$ cat config.mk
export PLATFORM = sky130hd
export DESIGN_NAME = hssim_frame_ctrl_flat
export DESIGN_NICKNAME = d
export VERILOG_FILES = /design/src/rtl/hssim_pkg.sv /design/src/rtl/hssim_frame_ctrl_if.sv /design/src/rtl/hssim_stream_join.sv /design/src/rtl/hssim_frame_ctrl.sv /design/src/flat_wrapper.sv
export SDC_FILE = /design/constraint.sdc
export NUM_CORES = 1
export LEC_CHECK = 0
export CAP_MARGIN = 30
export CORE_AREA = 5 5 76 78
export DETAILED_ROUTE_END_ITERATION = 10
export DIE_AREA = 0 0 81 83
export PLACE_DENSITY = 0.55
export SLEW_MARGIN = 20
export SYNTH_ARGS = -nofsm -noshare
export SYNTH_HDL_FRONTEND = slang
export SYNTH_SLANG_ARGS = --single-unit
$ cat constraint.sdc
create_clock -name clk -period 2.2 [get_ports clk]
set_input_delay 0.44 -clock clk [delete_from_list [all_inputs] [get_ports clk]]
set_output_delay 0.44 -clock clk [all_outputs]
set_load 0.05 [all_outputs]
$ cat src/rtl/hssim_pkg.sv
// HSSIM shared types and frame geometry defaults.
// Used by the frame controller, the core and the bench.
package hssim_pkg;

    localparam int DEF_PIXELS_PER_BEAT = 16;
    localparam int DEF_IMAGE_DIM       = 512;
    localparam int DEF_PIPE_LAT        = 140;
    localparam int DEF_BEATS           =
        DEF_IMAGE_DIM * DEF_IMAGE_DIM / DEF_PIXELS_PER_BEAT;

    typedef enum logic [1:0] {
        IDLE,
        RUN,
        FLUSH,
        DONE
    } state_t;

endpackage

$ cat src/rtl/hssim_frame_ctrl_if.sv
// Stream handshake bundle between DMA, frame controller and sink.
// slave = frame controller view, master = environment view.
interface hssim_frame_ctrl_if;

    logic s_old_valid;
    logic s_avg_valid;
    logic s_new_valid;
    logic s_old_ready;
    logic s_avg_ready;
    logic s_new_ready;
    logic m_valid;
    logic m_last;
    logic m_ready;

    modport slave (
        input  s_old_valid, s_avg_valid, s_new_valid, m_ready,
        output s_old_ready, s_avg_ready, s_new_ready, m_valid, m_last
    );

    modport master (
        output s_old_valid, s_avg_valid, s_new_valid, m_ready,
        input  s_old_ready, s_avg_ready, s_new_ready, m_valid, m_last
    );

endinterface

$ cat src/rtl/hssim_stream_join.sv
// Three-way lock-step join of the edge-map streams,
// gated by free output space; also passes zero beats in flush.
module hssim_stream_join (
    input  logic join_en,
    input  logic pass_en,
    input  logic out_free,
    input  logic old_valid,
    input  logic avg_valid,
    input  logic new_valid,
    output logic adv,
    output logic in_ready
);

    logic all_valid;

    assign all_valid = old_valid & avg_valid & new_valid;
    assign adv       = out_free & ((join_en & all_valid) | pass_en);
    // Ready only follows a full join, so no stream is consumed alone.
    assign in_ready  = adv & join_en;

endmodule

$ cat src/rtl/hssim_frame_ctrl.sv
// HSSIM frame sequencer: joins input maps, drives core stall/reset,
// flushes the pipeline and tags the delta-map output beats.
module hssim_frame_ctrl
    import hssim_pkg::*;
#(
    parameter int PIXELS_PER_BEAT = DEF_PIXELS_PER_BEAT,
    parameter int IMAGE_DIM       = DEF_IMAGE_DIM,
    parameter int PIPE_LAT        = DEF_PIPE_LAT
) (
    input  logic               clk,
    input  logic               aresetn,
    input  logic               start,
    hssim_frame_ctrl_if.slave  bus,
    output logic               core_stall,
    output logic               core_resetn,
    output logic               zero_fill,
    output logic               busy,
    output logic               done
);

    localparam int BEATS = IMAGE_DIM * IMAGE_DIM / PIXELS_PER_BEAT;
    localparam int TOTAL = BEATS + PIPE_LAT;
    localparam int CW    = $clog2(TOTAL + 1);

    localparam logic [CW-1:0] LAST_BEAT = CW'(BEATS - 1);
    localparam logic [CW-1:0] ADV_MAX   = CW'(TOTAL);
    localparam logic [CW-1:0] LAT       = CW'(PIPE_LAT);

    state_t        state;
    state_t        state_n;
    logic [CW-1:0] adv_cnt;
    logic [CW-1:0] out_cnt;
    logic          m_valid_q;
    logic          out_free;
    logic          adv;
    logic          in_ready;
    logic          produce;
    logic          hs;
    logic          pass_en;

    assign out_free = ~m_valid_q | bus.m_ready;
    // Once every beat is in flight the flush stops feeding zeros.
    assign pass_en  = (state == FLUSH) && (adv_cnt != ADV_MAX);

    hssim_stream_join u_join (
        .join_en   (state == RUN),
        .pass_en   (pass_en),
        .out_free  (out_free),
        .old_valid (bus.s_old_valid),
        .avg_valid (bus.s_avg_valid),
        .new_valid (bus.s_new_valid),
        .adv       (adv),
        .in_ready  (in_ready)
    );

    assign produce = adv && (adv_cnt >= LAT);
    assign hs      = m_valid_q & bus.m_ready;

    always_comb begin
        state_n = state;
        unique case (state)
            IDLE:    if (start) state_n = RUN;
            RUN:     if (adv && adv_cnt == LAST_BEAT) state_n = FLUSH;
            FLUSH:   if (hs && out_cnt == LAST_BEAT) state_n = DONE;
            DONE:    state_n = IDLE;
            default: state_n = IDLE;
        endcase
    end

    always_ff @(posedge clk or negedge aresetn) begin
        if (!aresetn) begin
            state       <= IDLE;
            core_resetn <= 1'b0;
            m_valid_q   <= 1'b0;
            adv_cnt     <= '0;
            out_cnt     <= '0;
        end else begin
            state       <= state_n;
            core_resetn <= (state_n != IDLE);
            if (produce)
                m_valid_q <= 1'b1;
            else if (bus.m_ready)
                m_valid_q <= 1'b0;
            if (state == IDLE) begin
                adv_cnt <= '0;
                out_cnt <= '0;
            end else begin
                if (adv && adv_cnt != ADV_MAX)
                    adv_cnt <= adv_cnt + CW'(1);
                if (hs)
                    out_cnt <= out_cnt + CW'(1);
            end
        end
    end

    assign core_stall      = ~adv;
    assign zero_fill       = (state == FLUSH);
    assign busy            = (state != IDLE);
    assign done            = (state == DONE);
    assign bus.m_valid     = m_valid_q;
    assign bus.m_last      = m_valid_q & (out_cnt == LAST_BEAT);
    assign bus.s_old_ready = in_ready;
    assign bus.s_avg_ready = in_ready;
    assign bus.s_new_ready = in_ready;

endmodule

$ cat src/flat_wrapper.sv
// flat-port wrapper written by rule: the top's interface ports become plain ports
module hssim_frame_ctrl_flat import hssim_pkg::*;
#(
    parameter int PIXELS_PER_BEAT = DEF_PIXELS_PER_BEAT,
    parameter int IMAGE_DIM       = DEF_IMAGE_DIM,
    parameter int PIPE_LAT        = DEF_PIPE_LAT
)
  (clk, aresetn, start, core_stall, core_resetn, zero_fill, busy, done, bus_s_old_valid, bus_s_avg_valid, bus_s_new_valid, bus_m_ready, bus_s_old_ready, bus_s_avg_ready, bus_s_new_ready, bus_m_valid, bus_m_last);
  hssim_frame_ctrl_if bus_i ();
  input  logic clk;
  input  logic aresetn;
  input  logic start;
  output logic core_stall;
  output logic core_resetn;
  output logic zero_fill;
  output logic busy;
  output logic done;
  input wire logic [$bits(bus_i.s_old_valid)-1:0] bus_s_old_valid;
  input wire logic [$bits(bus_i.s_avg_valid)-1:0] bus_s_avg_valid;
  input wire logic [$bits(bus_i.s_new_valid)-1:0] bus_s_new_valid;
  input wire logic [$bits(bus_i.m_ready)-1:0] bus_m_ready;
  output wire logic [$bits(bus_i.s_old_ready)-1:0] bus_s_old_ready;
  output wire logic [$bits(bus_i.s_avg_ready)-1:0] bus_s_avg_ready;
  output wire logic [$bits(bus_i.s_new_ready)-1:0] bus_s_new_ready;
  output wire logic [$bits(bus_i.m_valid)-1:0] bus_m_valid;
  output wire logic [$bits(bus_i.m_last)-1:0] bus_m_last;
  assign bus_i.s_old_valid = bus_s_old_valid;
  assign bus_i.s_avg_valid = bus_s_avg_valid;
  assign bus_i.s_new_valid = bus_s_new_valid;
  assign bus_i.m_ready = bus_m_ready;
  assign bus_s_old_ready = bus_i.s_old_ready;
  assign bus_s_avg_ready = bus_i.s_avg_ready;
  assign bus_s_new_ready = bus_i.s_new_ready;
  assign bus_m_valid = bus_i.m_valid;
  assign bus_m_last = bus_i.m_last;
  hssim_frame_ctrl #(.PIXELS_PER_BEAT(PIXELS_PER_BEAT), .IMAGE_DIM(IMAGE_DIM), .PIPE_LAT(PIPE_LAT)) u_core (.clk(clk), .aresetn(aresetn), .start(start), .bus(bus_i), .core_stall(core_stall), .core_resetn(core_resetn), .zero_fill(zero_fill), .busy(busy), .done(done));
endmodule
==> out/metrics.cfg <==
[status]
status=complete, no violations

[yosys]
yosysSeqAreaShare=0.443
ys.flop_type=dfrtp_1
synthesis.area_um2=1920
syn_avg_cell_area_um2=9.37
syn_nets=215
yosys_register_bits=34
synth.distinct_cells=38
syn-instance-count=205
synth.area.top_cells=dfrtp_1, and4_1, nand3_1
async_flop_share=1.00
yosys.area.top_type=dfrtp_1
yosysTopAreaCellShare=0.443
synth-edff-count=0
synth_warnings=0

[run]
drv_cap=0

[global_route]
antenna_found_initial=0
grt_max_degree=35
grt_use_total=0.153
grt_pass1_wl_mm=8.30
gr-total-overflow=0
grt_pass1_vias=1800

[sta]
final.setup.tns_ns=0
tightestPinTransition_ns=0.496
fin_skew_ns=0.0108
fmax_mhz=464
rsz0062_at_grt=yes
setup_viol=0
slew_headroom=0.668
finalHoldViolations=0
fin_crit_ns=2.16
fin_crit_sh=0.980
drv_slew=0

[finish]
register_area_um2=851
fillers=494
drive_above_1_share=0.203
design_area_um2=2500
diodes=0
stdcell_count=311
area_delta_synth_final_pct=30.1
multi_input_area_um2=1070
nNetsFinal=251

[floorplanning]
initial_core_util=0.383
die_h_um=83
io_pins=17
die_area_um2=6720
dieWidth_um=81
core_area_um2=5010
row_count=26

[clock_tree]
cts_tree=yes
postCtsHoldBufs=0
cts_sinks=34
clock_latency_ns=0.28
clock_path_buffers=2
clk_pin_slew_ns=0.07
clockRootBuffer=clkbuf_8
cts_buffers=5
htreeDepth=2

[hold_path]
hold_path_class=reg -> reg

[detailed_routing]
drcViolationCount=0
ant_nets=0
vias=1734
drtIter0Drc=122
post_drt_wl_per_cell_um=15.4
finalWirelength_mm=4.78
dr.pass1.iters=4
via_per_inst=5.58

[setup_path]
required_ns=1.76
arrival_ns=1.72
slowest_stage=dfrtp_1
cp_max_fo=3
critPathMaxStageDelay_ns=0.40
crit_type=reg -> out
crit_buf_inv=2
path_cells=inv_1, ha_2, nor4b_4, and4_4, o22ai_4, nand2b_4, buf_12
cp_top_family=simple AND/OR/NAND/NOR gates
end_kind=output port
cp-start-kind=register

[place]
gp_congestion=0.832
port_buffers=16
placed_cells=301
post-dp-hpwl_mm=3.42
postPlaceCellArea_um2=2340

[power_and_ir_drop]
p_per_area_nw_per_um2=588
power.leakage_nw=1.06
vdd.ir_drop.worst_mv=0.297

[worst min-delay path, cell delays in order (launching register included)]
cell and delay [ns]:
dfrtp_1 0.36, xnor2_1 0.12, nor2_1 0.04
[sequential cells by signal, summed over array words and instances, names as in the netlist]
signal / cells
u_core.bus.m_valid: 1
u_core.out_cnt: 15
u_core.adv_cnt: 15
u_core.core_resetn: 1
u_core.state: 2
[final timing paths]
| path | from | end | slack [ns] | depth (start not counted) |
|---|---|---|---|---|
| worst max-delay path | u_core.adv_cnt[1] | core_stall | 0.04 | 7 |
| worst min-delay path | u_core.out_cnt[11] | u_core.out_cnt[11] | 0.55 | 2 |
| worst max register to register | u_core.adv_cnt[0] | u_core.adv_cnt[12] | 0.27 | 7 |
| worst min register to register | u_core.out_cnt[11] | u_core.out_cnt[11] | 0.55 | 2 |
| max in group asynchronous | aresetn | u_core.adv_cnt[4] | 1.30 | 2 |
| min in group asynchronous | aresetn | u_core.adv_cnt[9] | 0.58 | 2 |
[cells by family (layout without fill, tap and decap cells)]
logic type,count (synthesis),in the layout,share of synthesized area
AND/OR/NAND/NOR,100,100,0.294
XOR/XNOR,13,13,0.0593
adder cells (fa/ha/maj),3,3,0.0195
buffers and inverters,17,53,0.0391
flip-flops,34,34,0.443
AO/OA/AOI/OAI,34,34,0.124
multiplexers,4,4,0.0208
[cells in the mapped netlist, types with 2 or more instances]
cell,number
a21oi_1,12
and2_1,3
and4_1,9
buf_2,3
buf_4,2
clkbuf_1,6
dfrtp_1,34
ha_1,3
inv_1,6
mux2i_1,4
nand2_1,15
nand2b_1,4
nand3_1,15
nand4_1,12
nand4b_1,2
nor2_1,18
nor3_1,6
nor4_1,4
o21ai_0,3
o311ai_0,2
o31ai_1,5
o41ai_1,5
or4_1,5
or4b_1,2
xnor2_1,5
xor2_1,8
[metrics by stage]
step	worst slack, ns	total power [mW]	utilization	hold WS (ns)
2_1_floorplan	0.0239	0.891	-	0.144
3_3_place_gp	-0.0549	0.997	0.468	0.533
3_5_place_dp	-0.138	1.00	0.468	0.539
4_1_cts	0.00999	1.46	0.488	0.554
5_1_grt	-0.0332	1.56	0.499	0.585
6_report	0.0439	1.47	0.499	0.553
[layout by cell type, fill, tap and decap left out, types with 2 or more instances in the layout]
cell and count:
dfrtp_1 34, buf_4 26, nor2_1 18, nand2_1 15, nand3_1 14, nand4_1 12, a21oi_1 12, and4_1 8
xor2_1 8, clkdlybuf4s50_1 8, inv_1 6, buf_12 6, xnor2_1 5, o31ai_1 5, or4_1 5, o41ai_1 5
clkbuf_8 5, nor3_1 4, mux2i_1 4, nand2b_1 3, o21ai_0 3, nor4_1 3, and2_1 2, nand3_2 2
or4b_1 2, nand4b_1 2, o311ai_0 2, ha_1 2, clkbuf_1 2
[layout make-up]
| class | count | area share |
|---|---|---|
| flip-flops and latches | 34 | 0.341 |
| well taps | 70 | 0.0351 |
| inverters | 6 | 0.00901 |
| clock buffers | 7 | 0.0305 |
| multi-input cells | 154 | 0.427 |
| repair buffers | 40 | 0.158 |
[power breakdown]
group	internal (mW)	total, mW	leakage [nW]	switching [mW]
clock network	0.218	0.431	0.0383	0.213
registers	0.683	0.756	0.456	0.0738
logic	0.149	0.282	0.565	0.132
total	1.05	1.47	1.06	0.420
[repair_timing]
item | CTS | global route
buffers inserted | 0 | 3
endpoints found under the setup margin | 1 | 5
pin swaps | 1 | 4
gates resized for setup | 4 | 7
[layer usage]
metal	wire length, um	track usage
met1	2170	0.203
met2	2310	0.243
met3	212	0.0357
met4	89	0.0522
met5	0	0
Note: power is estimated with default switching activity, not from simulation.
